$ cat config.mk
export PLATFORM = sky130hd
export DESIGN_NAME = pattern_blinker
export DESIGN_NICKNAME = d
export VERILOG_FILES = /design/src/rtl/pattern_blinker_pkg.sv /design/src/rtl/pattern_blinker_channel.sv /design/src/rtl/pattern_blinker.sv
export SDC_FILE = /design/constraint.sdc
export NUM_CORES = 1
export LEC_CHECK = 0
export BUFFER_PORTS_ARGS = -buffer_cell sky130_fd_sc_hd__buf_2
export CORE_UTILIZATION = 38
export DETAILED_ROUTE_END_ITERATION = 8
export GPL_TIMING_DRIVEN = 0
export PLACE_DENSITY_LB_ADDON = 0.08
export SLEW_MARGIN = 5
export SYNTH_ARGS = -nofsm -noshare
export SYNTH_HDL_FRONTEND = slang
export SYNTH_HIERARCHICAL = 1
export SYNTH_SLANG_ARGS = --single-unit
$ cat constraint.sdc
create_clock -name CLK -period 3 [get_ports CLK]
set_input_delay 0.15 -clock CLK [delete_from_list [all_inputs] [get_ports CLK]]
set_output_delay 0.15 -clock CLK [all_outputs]
set_load 0.05 [all_outputs]
$ cat src/rtl/pattern_blinker_pkg.sv
// Shared types, default parameters and width helpers for the pattern blinker.
package pattern_blinker_pkg;

  localparam int unsigned DEFAULT_CHANNELS    = 4;
  localparam int unsigned DEFAULT_PATTERN_LEN = 35;
  localparam int unsigned DEFAULT_TICK_DIV    = 2000000;

  // Per-channel playback state
  typedef enum logic [1:0] {
    ST_IDLE    = 2'd0,
    ST_ARMED   = 2'd1,
    ST_PLAYING = 2'd2
  } chan_state_e;

  // Bits needed to index n items, never less than one
  function automatic int unsigned idx_width(input int unsigned n);
    return (n > 1) ? 32'($clog2(n)) : 32'd1;
  endfunction

endpackage

$ cat src/rtl/pattern_blinker_channel.sv
// One LED channel: latches a pattern on load and replays it MSB-first, one bit per tick.
module pattern_blinker_channel
  import pattern_blinker_pkg::*;
#(
  parameter int unsigned PATTERN_LEN = DEFAULT_PATTERN_LEN
) (
  input  logic                               clk_i,
  input  logic                               rst_i,
  input  logic                               tick_i,
  input  logic                               load_i,
  input  logic [PATTERN_LEN-1:0]             pattern_i,
  input  logic [$clog2(PATTERN_LEN+1)-1:0]   len_i,
  input  logic                               loop_i,
  output logic                               led_o,
  output logic                               busy_o,
  output logic                               done_o
);

  localparam int unsigned LW = 32'($clog2(PATTERN_LEN + 1));
  localparam int unsigned IW = idx_width(PATTERN_LEN);

  chan_state_e            state_q;
  logic [PATTERN_LEN-1:0] pattern_q;
  logic [LW-1:0]          len_q;
  logic                   loop_q;
  logic [IW-1:0]          idx_q;
  logic                   led_q;
  logic                   busy_q;
  logic                   done_q;

  logic [IW-1:0]          last_idx_c;
  logic [IW-1:0]          prev_idx_c;

  // Index of the first-played bit and of the bit following the current one
  assign last_idx_c = IW'(len_q - LW'(1));
  assign prev_idx_c = idx_q - IW'(1);

  // Playback FSM; a load always takes priority over a coincident tick
  always_ff @(posedge clk_i) begin
    if (rst_i) begin
      state_q   <= ST_IDLE;
      pattern_q <= '0;
      len_q     <= '0;
      loop_q    <= 1'b0;
      idx_q     <= '0;
      led_q     <= 1'b0;
      busy_q    <= 1'b0;
      done_q    <= 1'b0;
    end else begin
      done_q <= 1'b0;
      if (load_i) begin
        led_q <= 1'b0;
        idx_q <= '0;
        if (len_i == '0) begin
          state_q <= ST_IDLE;
          busy_q  <= 1'b0;
        end else begin
          state_q   <= ST_ARMED;
          busy_q    <= 1'b1;
          pattern_q <= pattern_i;
          len_q     <= len_i;
          loop_q    <= loop_i;
        end
      end else if (tick_i) begin
        case (state_q)
          ST_ARMED: begin
            state_q <= ST_PLAYING;
            idx_q   <= last_idx_c;
            led_q   <= pattern_q[last_idx_c];
          end
          ST_PLAYING: begin
            if (idx_q != '0) begin
              idx_q <= prev_idx_c;
              led_q <= pattern_q[prev_idx_c];
            end else if (loop_q) begin
              // Wrap straight to the first bit so repeats have no gap
              idx_q <= last_idx_c;
              led_q <= pattern_q[last_idx_c];
            end else begin
              state_q <= ST_IDLE;
              led_q   <= 1'b0;
              busy_q  <= 1'b0;
              done_q  <= 1'b1;
            end
          end
          default: begin
          end
        endcase
      end
    end
  end

  assign led_o  = led_q;
  assign busy_o = busy_q;
  assign done_o = done_q;

endmodule

$ cat src/rtl/pattern_blinker.sv
// Multi-channel LED pattern sequencer: shared prescaler, load decode and per-channel players.
module pattern_blinker
  import pattern_blinker_pkg::*;
#(
  parameter int unsigned CHANNELS    = DEFAULT_CHANNELS,
  parameter int unsigned PATTERN_LEN = DEFAULT_PATTERN_LEN,
  parameter int unsigned TICK_DIV    = DEFAULT_TICK_DIV
) (
  input  logic                               CLK,
  input  logic                               RST,
  input  logic                               load_valid,
  output logic                               load_ready,
  input  logic [idx_width(CHANNELS)-1:0]     load_chan,
  input  logic [PATTERN_LEN-1:0]             load_pattern,
  input  logic [$clog2(PATTERN_LEN+1)-1:0]   load_len,
  input  logic                               load_loop,
  output logic [CHANNELS-1:0]                led_out,
  output logic [CHANNELS-1:0]                busy,
  output logic [CHANNELS-1:0]                done_pulse
);

  localparam int unsigned CW = idx_width(CHANNELS);
  localparam int unsigned LW = 32'($clog2(PATTERN_LEN + 1));
  localparam int unsigned PW = idx_width(TICK_DIV);

  logic [PW-1:0] presc_q;
  logic [PW-1:0] presc_d;
  logic          tick_c;
  logic          load_ready_q;
  logic          accept_c;
  logic [LW-1:0] len_clamped_c;

  // Single-cycle tick at the top of each prescaler period
  assign tick_c = (presc_q == PW'(TICK_DIV - 1));

  // Prescaler next value: wrap on tick
  always_comb begin
    presc_d = presc_q + PW'(1);
    if (tick_c) begin
      presc_d = '0;
    end
  end

  // Free-running prescaler shared by all channels
  always_ff @(posedge CLK) begin
    if (RST) begin
      presc_q <= '0;
    end else begin
      presc_q <= presc_d;
    end
  end

  // Ready is held low in reset and high otherwise; one load per cycle
  always_ff @(posedge CLK) begin
    if (RST) begin
      load_ready_q <= 1'b0;
    end else begin
      load_ready_q <= 1'b1;
    end
  end

  assign load_ready = load_ready_q;
  assign accept_c   = load_valid & load_ready_q;

  // Lengths beyond the pattern storage are played as full-length patterns
  assign len_clamped_c = (32'(load_len) > PATTERN_LEN) ? LW'(PATTERN_LEN) : load_len;

  // Channel array; an out-of-range load_chan matches no channel and is dropped
  for (genvar g = 0; g < CHANNELS; g++) begin : g_chan
    logic load_hit_c;

    assign load_hit_c = accept_c && (load_chan == CW'(g));

    pattern_blinker_channel #(
      .PATTERN_LEN (PATTERN_LEN)
    ) u_chan (
      .clk_i     (CLK),
      .rst_i     (RST),
      .tick_i    (tick_c),
      .load_i    (load_hit_c),
      .pattern_i (load_pattern),
      .len_i     (len_clamped_c),
      .loop_i    (load_loop),
      .led_o     (led_out[g]),
      .busy_o    (busy[g]),
      .done_o    (done_pulse[g])
    );
  end

endmodule
==> impl_metrics.yaml <==
outcome:
  outcome: "finished, final reports clean"
final_layout:
  nets: 1702
  antenna_cells: 0
  stdcell_area_mm2: 0.0152
  drive_above_1_share: 0.160
  area_delta_synth_final_pct: 18.2
cts:
  max-clock-path-buffers: 3
  cts_tree: "done"
  cts_buffers: 29
  cts.htree.levels: 1
  root_buffer: "clkbuf_16"
  clock-sinks: 234
  clock_latency_ns: 0.55
  clk_pin_slew_ns: 0.06
place:
  gp_congestion: 0.859
  pre_cts_slack_ns: -0.397
  dpl_cell_area_mm2: 0.0138
  io_buffer_count: 59
  dp_hpwl_mm: 29.8
power_and_ir_drop:
  switching_share: 0.247
  internal_power_uw: 5550
  power_density_mw_per_mm2: 484
  p_leak_uw: 0.00528
  pwr-share-comb: 0.085
  p_seq_frac: 0.436
  p_clk_frac: 0.479
  p_sw_uw: 1820
  peakVddDrop_mv: 0.454
route:
  drtIter0Drc: 911
  drt_wl_total_mm: 42.7
  post_drt_wl_per_cell_um: 20.3
  vias_per_cell: 5.47
  ant_nets: 0
  drc_errors: 0
  dr.pass1.iters: 6
  dr_total_vias: 11526
floorplanning:
  rows: 67
  die_h_um: 186
  fp.coreArea_mm2: 0.0334
  die_w_um: 186
  dieArea_mm2: 0.0347
  start_util: 0.385
  io_pins: 60
grt:
  grt_max_degree: 14
  grt_pass1_vias: 10674
  grt_use_total: 0.248
  antenna_found_initial: 1
  grt_pass1_wl_mm: 64.5
  overflow: 0
worst_setup_path:
  worst_setup_path_start_kind: "flip-flop"
  path_max_fanout: 10
  regToRegStartpoint: "g_chan[2].u_chan/len_q[0]"
  critPathSlowestCell: "mux4_1"
  crit_path_cell_trace: "clkbuf_8, clkinvlp_4, ha_2, xor2_4, mux4_1, mux2i_1, nor3_1, o41ai_2, o211ai_1"
  critPathLaunch: "g_chan[2].u_chan/len_q[0]"
  endpoint_kind: "flip-flop"
  cp.required_ns: 3.42
  cp_slowest_stage_delay_ns: 0.60
  cp.arrival_ns: 3.27
  rr_worst_depth: 9
  r2r_end: "g_chan[2].u_chan/led_o"
  crit_end: "g_chan[2].u_chan/led_o"
  path_class: "reg2reg"
  reg2reg_slack_ns: 0.15
run:
  drv_cap: 0
logic_synthesis:
  ys_seq_area_frac: 0.364
  synth_warnings: 6
  netlist_instances: 1504
  async_flop_share: 0
  syn-cell-area_mm2: 0.0129
  synth_edf_count: 0
  yosys_register_bits: 234
  syn_avg_cell_area_um2: 8.57
  syn_nets: 1569
  synthFlopType: "dfxtp_1"
  yosysUniqueCellTypes: 83
sta:
  worst_slack_ns: 0.153
  relSlewSlack: 0.358
  fin_crit_ns: 2.85
  slew_violations: 0
  fin_skew_ns: 0.0157
  timing.final.crit_share: 0.949
  fmax_mhz: 351
  hold_viol: 0
  rsz0062_at_grt: "no"
  worst_pin_slew_ns: 0.961
  setup_viol: 0
min_path:
  min_path_cells: 4
  hold_path_class: "in2reg"
[metrics by stage]
stage                util  total power (uW)  std cells  hold WS, ns  TNS [ns]
floorplan               -              3600       1504        0.222         0
global placement    0.411              3850       2011        0.442    -30.95
detailed placement  0.412              3860       2013        0.454    -0.615
CTS                 0.454              7440       2105        0.100         0
global route        0.455              7620       2106        0.142         0
finish              0.455              7370       2106        0.135         0
[kinds of logic (layout without fill, tap and decap cells)]
kind of cell,after synthesis,after routing,share of synthesized area
and+or+nand+nor,644,644,0.232
adders and majority gates,18,18,0.0175
buffers and inverters,133,287,0.0522
xor gates and xnor gates,47,47,0.0392
muxes,101,101,0.141
AOI/OAI and AO/OA,327,327,0.154
DFF,234,234,0.364
[power by group through the flow]
stage | registers (uW) | clock network [uW] | logic [uW]
4_1_cts | 3210 | 3610 | 620
3_3_place_gp | 3280 | 0 | 574
2_1_floorplan | 3270 | 0 | 328
3_5_place_dp | 3280 | 0 | 578
5_1_grt | 3220 | 3730 | 674
6_report | 3210 | 3530 | 629
[worst min path at each step]
stage | start | endpoint | slack (ns)
floorplan | RST | presc_q[2] | 0.22
global placement | presc_q[0] | presc_q[0] | 0.44
detailed placement | presc_q[0] | presc_q[0] | 0.45
CTS | load_len[5] | g_chan[0].u_chan/len_q[3] | 0.10
global route | load_len[5] | g_chan[1].u_chan/len_q[3] | 0.14
finish | load_len[5] | g_chan[1].u_chan/len_q[3] | 0.13
[layout make-up]
type                            count  area [um2]
Buffer                             96         547
Clock buffer                       44         872
Clock inverter                      8        92.6
Fill cell                        3357       18200
Inverter                           37         144
Multi-Input combinational cell   1137        7590
Sequential cell                   234        4690
Tap cell                          448         561
Timing Repair Buffer              102         741
[worst max-delay path, delay by kind of cell, from the launching register on]
family,cells,cell delay [ns]
multiplexers,2,0.76
AO/OA/AOI/OAI,2,0.48
buffers and inverters,2,0.41
flip-flops,1,0.40
adder cells (fa/ha/maj),1,0.29
XOR/XNOR,1,0.29
AND/OR/NAND/NOR,1,0.08
[per-layer routing]
metal | share of wire | track usage
met5 | 0.00030 | 0
met4 | 0.032 | 0.0862
met3 | 0.049 | 0.0387
met2 | 0.45 | 0.389
met1 | 0.47 | 0.344
[flip-flops by register name (all words and copies together) (netlist names), 8 cells and up]
| signal | flops |
|---|---|
| g_chan.u_chan/idx_q | 24 |
| g_chan.u_chan/len_q | 24 |
| g_chan.u_chan/pattern_q | 140 |
| g_chan.u_chan/state_q | 8 |
| presc_q | 21 |
[cell usage after synthesis, types with 10 or more instances]
master / instances / area, um2
dfxtp_1: 234 / 4680
ha_1: 18 / 225
nand3_1: 30 / 150
clkbuf_1: 52 / 195
mux4_2: 37 / 833
nor2_1: 71 / 267
buf_2: 24 / 120
mux2_2: 11 / 124
xnor2_1: 22 / 193
mux2i_1: 32 / 320
o21ai_0: 32 / 160
o211ai_1: 10 / 75.1
nand2_1: 385 / 1450
or4_1: 10 / 75.1
nor2b_1: 19 / 119
nand3b_1: 14 / 105
inv_1: 33 / 124
a21oi_1: 213 / 1070
mux4_1: 20 / 526
xor2_1: 17 / 149
nor3_1: 20 / 100
[what timing repair did]
item,4_1_cts,5_1_grt
hold buffers,38,0
resized for setup,7,14
hold endpoints to repair,147,0
setup buffers,2,1
pin swaps,1,1
setup endpoints to repair,7,39
[placed cells by master (no fill, tap or decap), types with 17 or more instances in the layout]
cell           netlist  routed
a21oi_1            213     213
buf_2               24      81
clkbuf_1            52      54
clkbuf_16            0      29
dfxtp_1            234     233
dlygate4sd3_1        0      38
inv_1               33      33
mux2i_1             32      32
mux4_1              20      20
mux4_2              37      37
nand2_1            385     385
nand3_1             30      30
nor2_1              71      71
nor2b_1             19      17
nor3_1              20      19
o21ai_0             32      32
xnor2_1             22      22
xor2_1              17      17
Power figures use the tool's default switching activity.
